**config.mk**
```make
export PLATFORM = sky130hd
export DESIGN_NAME = rst_seq
export DESIGN_NICKNAME = d
export VERILOG_FILES = /design/src/rtl/rst_seq.sv
export SDC_FILE = /design/constraint.sdc
export NUM_CORES = 1
export LEC_CHECK = 0
export CAP_MARGIN = 30
export CORE_UTILIZATION = 56
export CTS_CLUSTER_SIZE = 20
export DETAILED_ROUTE_END_ITERATION = 12
export PLACE_DENSITY = 0.8
export SYNTH_ARGS = -nofsm -noshare
export SYNTH_HDL_FRONTEND = slang
export SYNTH_SLANG_ARGS = --single-unit
```
**constraint.sdc**
```tcl
create_clock -name clk -period 2.05 [get_ports clk]
set_input_delay 0.205 -clock clk [delete_from_list [all_inputs] [get_ports clk]]
set_output_delay 0.205 -clock clk [all_outputs]
set_load 0.02 [all_outputs]
```
**src/rtl/rst_seq.sv**
```systemverilog
// Reset sequencer: releases ROM, then memories A/B/C, then controller, after a synchronised power-on release.
// Latency: HOLD_CYCLES after the synchronised release to ROM, then GAP/mem_ready/GAP steps; all outputs registered.
// Backpressure: none; mem_ready stalls the controller release up to TIMEOUT_CYCLES, then the sequence continues flagged.
module rst_seq #(
    parameter int SYNC_STAGES    = 2,
    parameter int HOLD_CYCLES    = 16,
    parameter int GAP_CYCLES     = 4,
    parameter int TIMEOUT_CYCLES = 1024,
    parameter int CNT_W          = 11
) (
    input  logic clk,
    input  logic rst_n,
    input  logic sw_rst_req,
    input  logic mem_ready,
    output logic rom_rst,
    output logic mem_a_rst,
    output logic mem_b_rst,
    output logic mem_c_rst,
    output logic ctrl_rst,
    output logic seq_done,
    output logic timeout_err
);

    typedef enum logic [2:0] {
        HOLD     = 3'd0,
        GAP1     = 3'd1,
        WAIT_MEM = 3'd2,
        GAP2     = 3'd3,
        RUN      = 3'd4
    } state_t;

    localparam logic [CNT_W-1:0] HOLD_LAST = CNT_W'(HOLD_CYCLES - 1);
    localparam logic [CNT_W-1:0] GAP_LAST  = CNT_W'(GAP_CYCLES - 1);
    localparam logic [CNT_W-1:0] TMO_LAST  = CNT_W'(TIMEOUT_CYCLES - 1);
    localparam logic [CNT_W-1:0] CNT_MAX   = '1;

    logic [SYNC_STAGES-1:0] sync_q;
    logic                   rel_q;
    state_t                 state_q;
    state_t                 state_nxt;
    logic [CNT_W-1:0]       cnt_q;
    logic [CNT_W-1:0]       cnt_nxt;
    logic                   cnt_inc;
    logic                   tmo_set;

    // Assertion clears the chain asynchronously; release ripples through it.
    // rel_q marks the first edge that sees the synchronised release (t0),
    // so HOLD timing matches a software re-entry, where t0 is the entry edge.
    always_ff @(posedge clk or negedge rst_n) begin
        if (!rst_n) begin
            sync_q <= '0;
            rel_q  <= 1'b0;
        end else begin
            sync_q <= {sync_q[SYNC_STAGES-2:0], 1'b1};
            rel_q  <= sync_q[SYNC_STAGES-1];
        end
    end

    always_comb begin
        state_nxt = state_q;
        cnt_inc   = 1'b0;
        tmo_set   = 1'b0;
        case (state_q)
            HOLD: begin
                if (rel_q) begin
                    if (cnt_q == HOLD_LAST) state_nxt = GAP1;
                    else                    cnt_inc   = 1'b1;
                end
            end
            GAP1: begin
                if (cnt_q == GAP_LAST) state_nxt = WAIT_MEM;
                else                   cnt_inc   = 1'b1;
            end
            WAIT_MEM: begin
                // mem_ready takes priority over an expiring timeout
                if (mem_ready) begin
                    state_nxt = GAP2;
                end else if (cnt_q == TMO_LAST) begin
                    state_nxt = GAP2;
                    tmo_set   = 1'b1;
                end else begin
                    cnt_inc = 1'b1;
                end
            end
            GAP2: begin
                if (cnt_q == GAP_LAST) state_nxt = RUN;
                else                   cnt_inc   = 1'b1;
            end
            RUN: begin
                if (sw_rst_req) state_nxt = HOLD;
            end
            default: state_nxt = HOLD;
        endcase
    end

    always_comb begin
        cnt_nxt = cnt_q;
        if (state_nxt != state_q) begin
            cnt_nxt = '0;
        end else if (cnt_inc && (cnt_q != CNT_MAX)) begin
            cnt_nxt = cnt_q + CNT_W'(1);
        end
    end

    // Outputs decode the next state so they change on the transition edge
    // and the release ordering follows directly from the state order.
    always_ff @(posedge clk or negedge rst_n) begin
        if (!rst_n) begin
            state_q     <= HOLD;
            cnt_q       <= '0;
            rom_rst     <= 1'b1;
            mem_a_rst   <= 1'b1;
            mem_b_rst   <= 1'b1;
            mem_c_rst   <= 1'b1;
            ctrl_rst    <= 1'b1;
            seq_done    <= 1'b0;
            timeout_err <= 1'b0;
        end else begin
            state_q     <= state_nxt;
            cnt_q       <= cnt_nxt;
            rom_rst     <= (state_nxt == HOLD);
            mem_a_rst   <= (state_nxt == HOLD) || (state_nxt == GAP1);
            mem_b_rst   <= (state_nxt == HOLD) || (state_nxt == GAP1);
            mem_c_rst   <= (state_nxt == HOLD) || (state_nxt == GAP1);
            ctrl_rst    <= (state_nxt != RUN);
            seq_done    <= (state_nxt == RUN);
            timeout_err <= timeout_err | tmo_set;
        end
    end

endmodule
```
; Word-level counts from Yosys, hierarchy flattened
; Cells that the tools add are included.
[word_totals]
regBits = 22
latch_bits = 0
ramBits = 0
mem_bits_ro = 0
in_bits = 4
wordCells = 48
n_memories = 0
[classes]
add_sub_neg = 1
multipliers = 0
n_div = 0
magnitude_cmp = 0
eq_ne = 12
n_shift = 0
muxes = 19
n_bitwise = 1
reduce_logical = 6
[ops]
columns = cell, n
row1 = $mux 11, 2
row2 = $mux 3, 7
row3 = $pmux 3 s5, 1
row4 = $add 11x1->11 const B, 1
row5 = $eq 11x10->1 const B, 1
row6 = $eq 11x2->1 const B, 1
row7 = $eq 11x4->1 const B, 1
row8 = $ne 11x11->1 const B, 1
row9 = $mux 1, 8
row10 = $eq 3x1->1 const B, 2
row11 = $eq 3x2->1 const B, 2
row12 = $eq 3x3->1 const B, 2
row13 = $logic_not 3->1, 2
row14 = $ne 3x3->1, 1
row15 = $ne 3x3->1 const B, 1
row16 = $pmux 1 s3, 1
row17 = $reduce_bool 2->1, 1
row18 = $reduce_or 2->1, 1
row19 = $logic_and 1x1->1, 1
row20 = $logic_or 1x1->1, 1
row21 = $or 1x1->1, 1

; Logic depth before layout (Yosys ltp)
[depth]
depth_word = 7
depth_mapped = 7

; Worst setup path before layout
; No wires, ideal clock.
[synth_path]
path_type = reg2reg
startpoint = reg state_q[1]
endpoint = reg cnt_q[9]
setup_ns = 0.079
arrival_ns = 1.810
path_slack_ns = 0.160
path_stages_with_launch = 7
path_cell_list = dfrtp_1 buf_6 or4b_4 o32ai_4 o2bb2ai_2 a2111oi_4 mux2i_1
[synth_via]
elab_chain_cells = 5
word_cells_on_any_way = 19
[synth_rtl]
columns = element, line_no
row1 = "start, declared", 39  ; state_t state_q;
row2 = "start signal, assigned", 119  ; state_q <= state_nxt;
row3 = $mux 3 (tied with other cells), 78  ; end else if (cnt_q == TMO_LAST) begin
row4 = $mux 3 (tied with other cells), 76  ; if (mem_ready) begin
row5 = $pmux 3 s5 / $pmux 1 s3 (equally long branches), 63  ; case (state_q)
row6 = $ne 3x3->1 / $logic_and 1x1->1 (equally long branches), "98, 100"
row7 = $mux 11 / $reduce_bool 2->1 (equally long branches), --
row8 = "end signal, assigned", 120  ; cnt_q <= cnt_nxt;
row9 = "end, declared", 41  ; logic [CNT_W-1:0] cnt_q;
; Several ways; a longest one is shown, not always the timed one.
; A chain may end at the register's enable or synchronous reset.

; Final worst setup path
[layout_path]
startpoint = reg cnt_q[1]
endpoint = reg cnt_q[8]
[layout_via]
elab_chain_cells = 6
word_cells_on_any_way = 23
[layout_rtl]
columns = element, line_no
row1 = $eq 11x10->1 / $eq 11x4->1 (equally long branches), "78, 66"
row2 = $mux 3 (tied with other cells), 78
row3 = $mux 3 (tied with other cells), 76
row4 = $pmux 3 s5 / $pmux 1 s3 (equally long branches), 63
row5 = $ne 3x3->1 / $logic_and 1x1->1 (equally long branches), "98, 100"
row6 = $mux 11 / $reduce_bool 2->1 (equally long branches), --
; Several ways; a longest one is shown, not always the timed one. The select of a mux whose other input is x is not followed.

==> run_summary.xml <==
<?xml version="1.0" encoding="UTF-8"?>
<metrics>
  <group name="outcome">
    <metric name="run_status" unit="">completed</metric>
  </group>
  <group name="final_layout">
    <metric name="final_core_util" unit="%">76.1</metric>
    <metric name="regMostFlops" unit="">cnt_q</metric>
    <metric name="largest_register_ffs" unit="">11</metric>
    <metric name="nets" unit="">141</metric>
    <metric name="instances_no_fill" unit="">162</metric>
    <metric name="largest_registers" unit="">cnt_q: 11 flops, state_q: 3 flops, sync_q: 2 flops</metric>
    <metric name="drive_above_1_share" unit="%">28.1</metric>
    <metric name="antenna_cells" unit="">0</metric>
    <metric name="layout.cell_area.non_filler" unit="mm2">0.00154</metric>
    <metric name="area_growth_syn_to_fin" unit="%">24.0</metric>
  </group>
  <group name="synthesis">
    <metric name="netlist_instances" unit="">112</metric>
    <metric name="synthesis.area" unit="mm2">0.00124</metric>
    <metric name="synthDistinctLibCells" unit="">46</metric>
    <metric name="synth-warning-count" unit="">0</metric>
    <metric name="synth_net_count" unit="">117</metric>
    <metric name="synth-edff-count" unit="">0</metric>
    <metric name="synth_largest_type_area_fraction" unit="%">38.3</metric>
    <metric name="synthFlopType" unit="">sky130_fd_sc_hd__dfrtp_1</metric>
    <metric name="synthTopCellsByArea" unit="">sky130_fd_sc_hd__dfrtp_1 (38%), sky130_fd_sc_hd__mux2i_1 (6.5%), sky130_fd_sc_hd__dfstp_2 (6.4%), sky130_fd_sc_hd__nand2_1 (3.6%), sky130_fd_sc_hd__a2111oi_4 (2.2%)</metric>
    <metric name="synth.largest_area_cell" unit="">sky130_fd_sc_hd__dfrtp_1</metric>
    <metric name="post_synth_most_frequent_cells" unit="">sky130_fd_sc_hd__dfrtp_1 (19), sky130_fd_sc_hd__nand2_1 (12), sky130_fd_sc_hd__mux2i_1 (8)</metric>
    <metric name="postSynth.asyncResetShare" unit="%">100</metric>
    <metric name="synth.avg_cell_area" unit="um2">11.1</metric>
    <metric name="synth_most_common_cell" unit="">sky130_fd_sc_hd__dfrtp_1</metric>
    <metric name="synth-seq-area-share" unit="%">44.7</metric>
    <metric name="register_bit_total_from_synthesis" unit="">22</metric>
  </group>
  <group name="global_route">
    <metric name="grt_max_degree" unit="">23</metric>
    <metric name="grtUsageTotal" unit="%">24.0</metric>
    <metric name="grt_antenna_before_repair" unit="">0</metric>
    <metric name="grt_pass1_vias" unit="">949</metric>
    <metric name="wire_length_of_the_first_global_routing_pass" unit="um">4280</metric>
    <metric name="grt.overflow.total" unit="">0</metric>
  </group>
  <group name="timing">
    <metric name="max_freq" unit="MHz">503</metric>
    <metric name="finalHoldViolations" unit="">0</metric>
    <metric name="fin_tns_setup" unit="ns">0</metric>
    <metric name="setup_slack" unit="ns">0.0632</metric>
    <metric name="grt_setup_unrepaired" unit="">no</metric>
    <metric name="finalHoldWorstSlack" unit="ns">0.211</metric>
    <metric name="finalSetupViolCount" unit="">0</metric>
    <metric name="timing.slew.headroom" unit="%">62.3</metric>
    <metric name="maxSlewViolCount" unit="">0</metric>
    <metric name="finalWorstPathRequiredPeriod" unit="ns">1.99</metric>
    <metric name="period_share" unit="%">96.9</metric>
    <metric name="worst-slew-pin-transition" unit="ns">0.562</metric>
    <metric name="finClkSkew" unit="ns">0.00234</metric>
  </group>
  <group name="floorplanning">
    <metric name="fp.coreArea" unit="mm2">0.00202</metric>
    <metric name="fp.dieH" unit="um">49.1</metric>
    <metric name="die_area" unit="mm2">0.00241</metric>
    <metric name="top_level_ports" unit="">11</metric>
    <metric name="num_rows" unit="">16</metric>
    <metric name="start_util" unit="%">61.4</metric>
    <metric name="die_x" unit="um">49.1</metric>
  </group>
  <group name="setup_path">
    <metric name="cp_data_arrival_time" unit="ns">2.20</metric>
    <metric name="path_class" unit="">flip-flop to flip-flop</metric>
    <metric name="critPathMaxStageDelay" unit="ns">0.43</metric>
    <metric name="critical_path_required" unit="ns">2.26</metric>
    <metric name="crit_chain" unit="">ha_2 -&gt; nor3b_2 -&gt; o32ai_4 -&gt; buf_6 -&gt; a2bb2oi_2 -&gt; o21ai_1 -&gt; mux2i_1</metric>
    <metric name="crit_slowest_cell" unit="">sky130_fd_sc_hd__dfrtp_1</metric>
    <metric name="r2r_setup_slack" unit="ns">0.06</metric>
    <metric name="reg2reg_from" unit="">cnt_q[1]</metric>
    <metric name="worst_r2r_endpoint" unit="">cnt_q[8]</metric>
    <metric name="critical_path.endpoint_type" unit="">flip-flop</metric>
    <metric name="path_max_fanout" unit="">5</metric>
    <metric name="cp-start-kind" unit="">flip-flop</metric>
    <metric name="reg2regPathDepth" unit="">7</metric>
  </group>
  <group name="detailed_routing">
    <metric name="post_drt_via_cell_ratio" unit="">6.09</metric>
    <metric name="ant_nets" unit="">0</metric>
    <metric name="routed_wl" unit="um">2570</metric>
    <metric name="drcViolationCount" unit="">0</metric>
    <metric name="first_pass_iters" unit="">4</metric>
    <metric name="wl_per_cell" unit="um">15.9</metric>
    <metric name="drt_first_iter_violations" unit="">33</metric>
    <metric name="routed-via-count" unit="">987</metric>
  </group>
  <group name="clocking">
    <metric name="cts.reportedPaths.clkPinSlew" unit="ns">0.12</metric>
    <metric name="cts_htree_levels" unit="">1</metric>
    <metric name="cts_buffers" unit="">3</metric>
    <metric name="cts-root-to-sink-buffers" unit="">2</metric>
    <metric name="tritoncts" unit="">done</metric>
    <metric name="number_of_hold_buffers_added_after_cts" unit="">0</metric>
    <metric name="insertion_delay" unit="ns">0.32</metric>
    <metric name="number_of_clock_sinks" unit="">22</metric>
    <metric name="cts.root.buffer_cell" unit="">sky130_fd_sc_hd__clkbuf_4</metric>
  </group>
  <group name="power">
    <metric name="power_frac_comb" unit="%">51.2</metric>
    <metric name="netSwitchingFraction" unit="%">38.3</metric>
    <metric name="vdd.ir_drop.worst" unit="mV">0.752</metric>
    <metric name="power_per_cell_area" unit="mW/mm2">1370</metric>
    <metric name="p_int" unit="mW">1.30</metric>
    <metric name="cellLeakagePower" unit="nW">0.720</metric>
    <metric name="fraction_of_power_consumed_by_the_clock_network" unit="%">15.9</metric>
    <metric name="power.share.sequential" unit="%">32.8</metric>
    <metric name="report.power.total" unit="mW">2.10</metric>
    <metric name="total_switching_power" unit="mW">0.807</metric>
  </group>
  <group name="worst_hold_path">
    <metric name="min_path_type" unit="">primary input to asynchronous set/reset pin</metric>
  </group>
  <group name="placement">
    <metric name="place_area" unit="mm2">0.00143</metric>
    <metric name="gp_routability_congestion" unit="">0.858</metric>
    <metric name="placedCellCount" unit="">156</metric>
    <metric name="detailedPlacementHpwl" unit="um">1840</metric>
    <metric name="io_buffer_count" unit="">10</metric>
    <metric name="dp_slack" unit="ns">-0.0355</metric>
  </group>
  <group name="run">
    <metric name="drv_cap" unit="">0</metric>
  </group>
</metrics>
==> placed cells by master, fill, tap and decap left out, types with 2 or more instances in the layout <==
master	instances
sky130_fd_sc_hd__nand3_1	4
sky130_fd_sc_hd__o21ai_1	4
sky130_fd_sc_hd__nor3_1	4
sky130_fd_sc_hd__nor2_1	2
sky130_fd_sc_hd__or3_1	2
sky130_fd_sc_hd__o21ai_0	2
sky130_fd_sc_hd__clkdlybuf4s50_1	10
sky130_fd_sc_hd__and4_1	2
sky130_fd_sc_hd__a21oi_1	3
sky130_fd_sc_hd__nand2b_1	4
sky130_fd_sc_hd__nor3_2	2
sky130_fd_sc_hd__clkbuf_4	3
sky130_fd_sc_hd__inv_1	5
sky130_fd_sc_hd__mux2i_1	8
sky130_fd_sc_hd__and3_1	3
sky130_fd_sc_hd__nand2_1	12
sky130_fd_sc_hd__buf_4	12
sky130_fd_sc_hd__dfrtp_1	19
sky130_fd_sc_hd__dfstp_2	3
==> worst max path at each step <==
stage / startpoint / end / slack, ns / cells after the start
after CTS: cnt_q[0] / cnt_q[9] / 0.004 / 7
after detailed placement: cnt_q[0] / cnt_q[6] / -0.04 / 6
after global placement: cnt_q[0] / cnt_q[9] / 0.08 / 7
after floorplan: state_q[1] / cnt_q[9] / 0.16 / 6
after global routing: cnt_q[1] / cnt_q[0] / 0.01 / 7
final: cnt_q[1] / cnt_q[8] / 0.06 / 7
==> per-layer routing <==
metal | GRT usage (%) | share of wire (%)
met2 | 40.4 | 50
met4 | 10.8 | 1.4
met1 | 30.1 | 45
met3 | 3.74 | 3.4
met5 | 0 | 0
==> cell type report <==
cell class	count	area, um2
Clock buffer	3	22.5
Clock inverter	1	30.0
Tap cell	27	33.8
Multi-Input combinational cell	80	674
Fill cell	131	483
Sequential cell	22	554
Timing Repair Buffer	23	201
Inverter	6	22.5
==> power groups by stage <==
stage	Combinational, mW	Clock, mW	Sequential, mW
3_3_place_gp	0.897	0	0.676
2_1_floorplan	0.654	0	0.690
4_1_cts	0.960	0.341	0.677
3_5_place_dp	0.933	0	0.689
6_report	1.08	0.335	0.691
5_1_grt	1.15	0.361	0.706
==> worst max-delay path: cells and delay by family, from the launching register on <==
family | cells | cell delay [ns]
mux | 1 | 0.15
compound gates | 3 | 0.72
flops | 1 | 0.43
simple gates | 1 | 0.19
fa+ha+maj | 1 | 0.22
buf+inv | 1 | 0.16
==> cells by family (layout without fill, tap and decap cells) <==
kind of cell	count (synthesis)	after routing	synth area share [%]
mux	8	8	6.45
xor+xnor	1	1	0.706
flops	22	22	44.7
simple gates	47	47	23.9
other cells	1	1	0.302
compound gates	21	22	18.2
fa+ha+maj	1	1	1.01
buf+inv	11	33	4.74
==> timing repair <==
item / 4_1_cts / 5_1_grt
buffers inserted: 1 / 1
gates resized for setup: 1 / 5
endpoints found under the setup margin: 7 / 6
cloned: 0 / 1
pin swaps: 0 / 4
No activity file was read; power rests on OpenSTA's default activity.
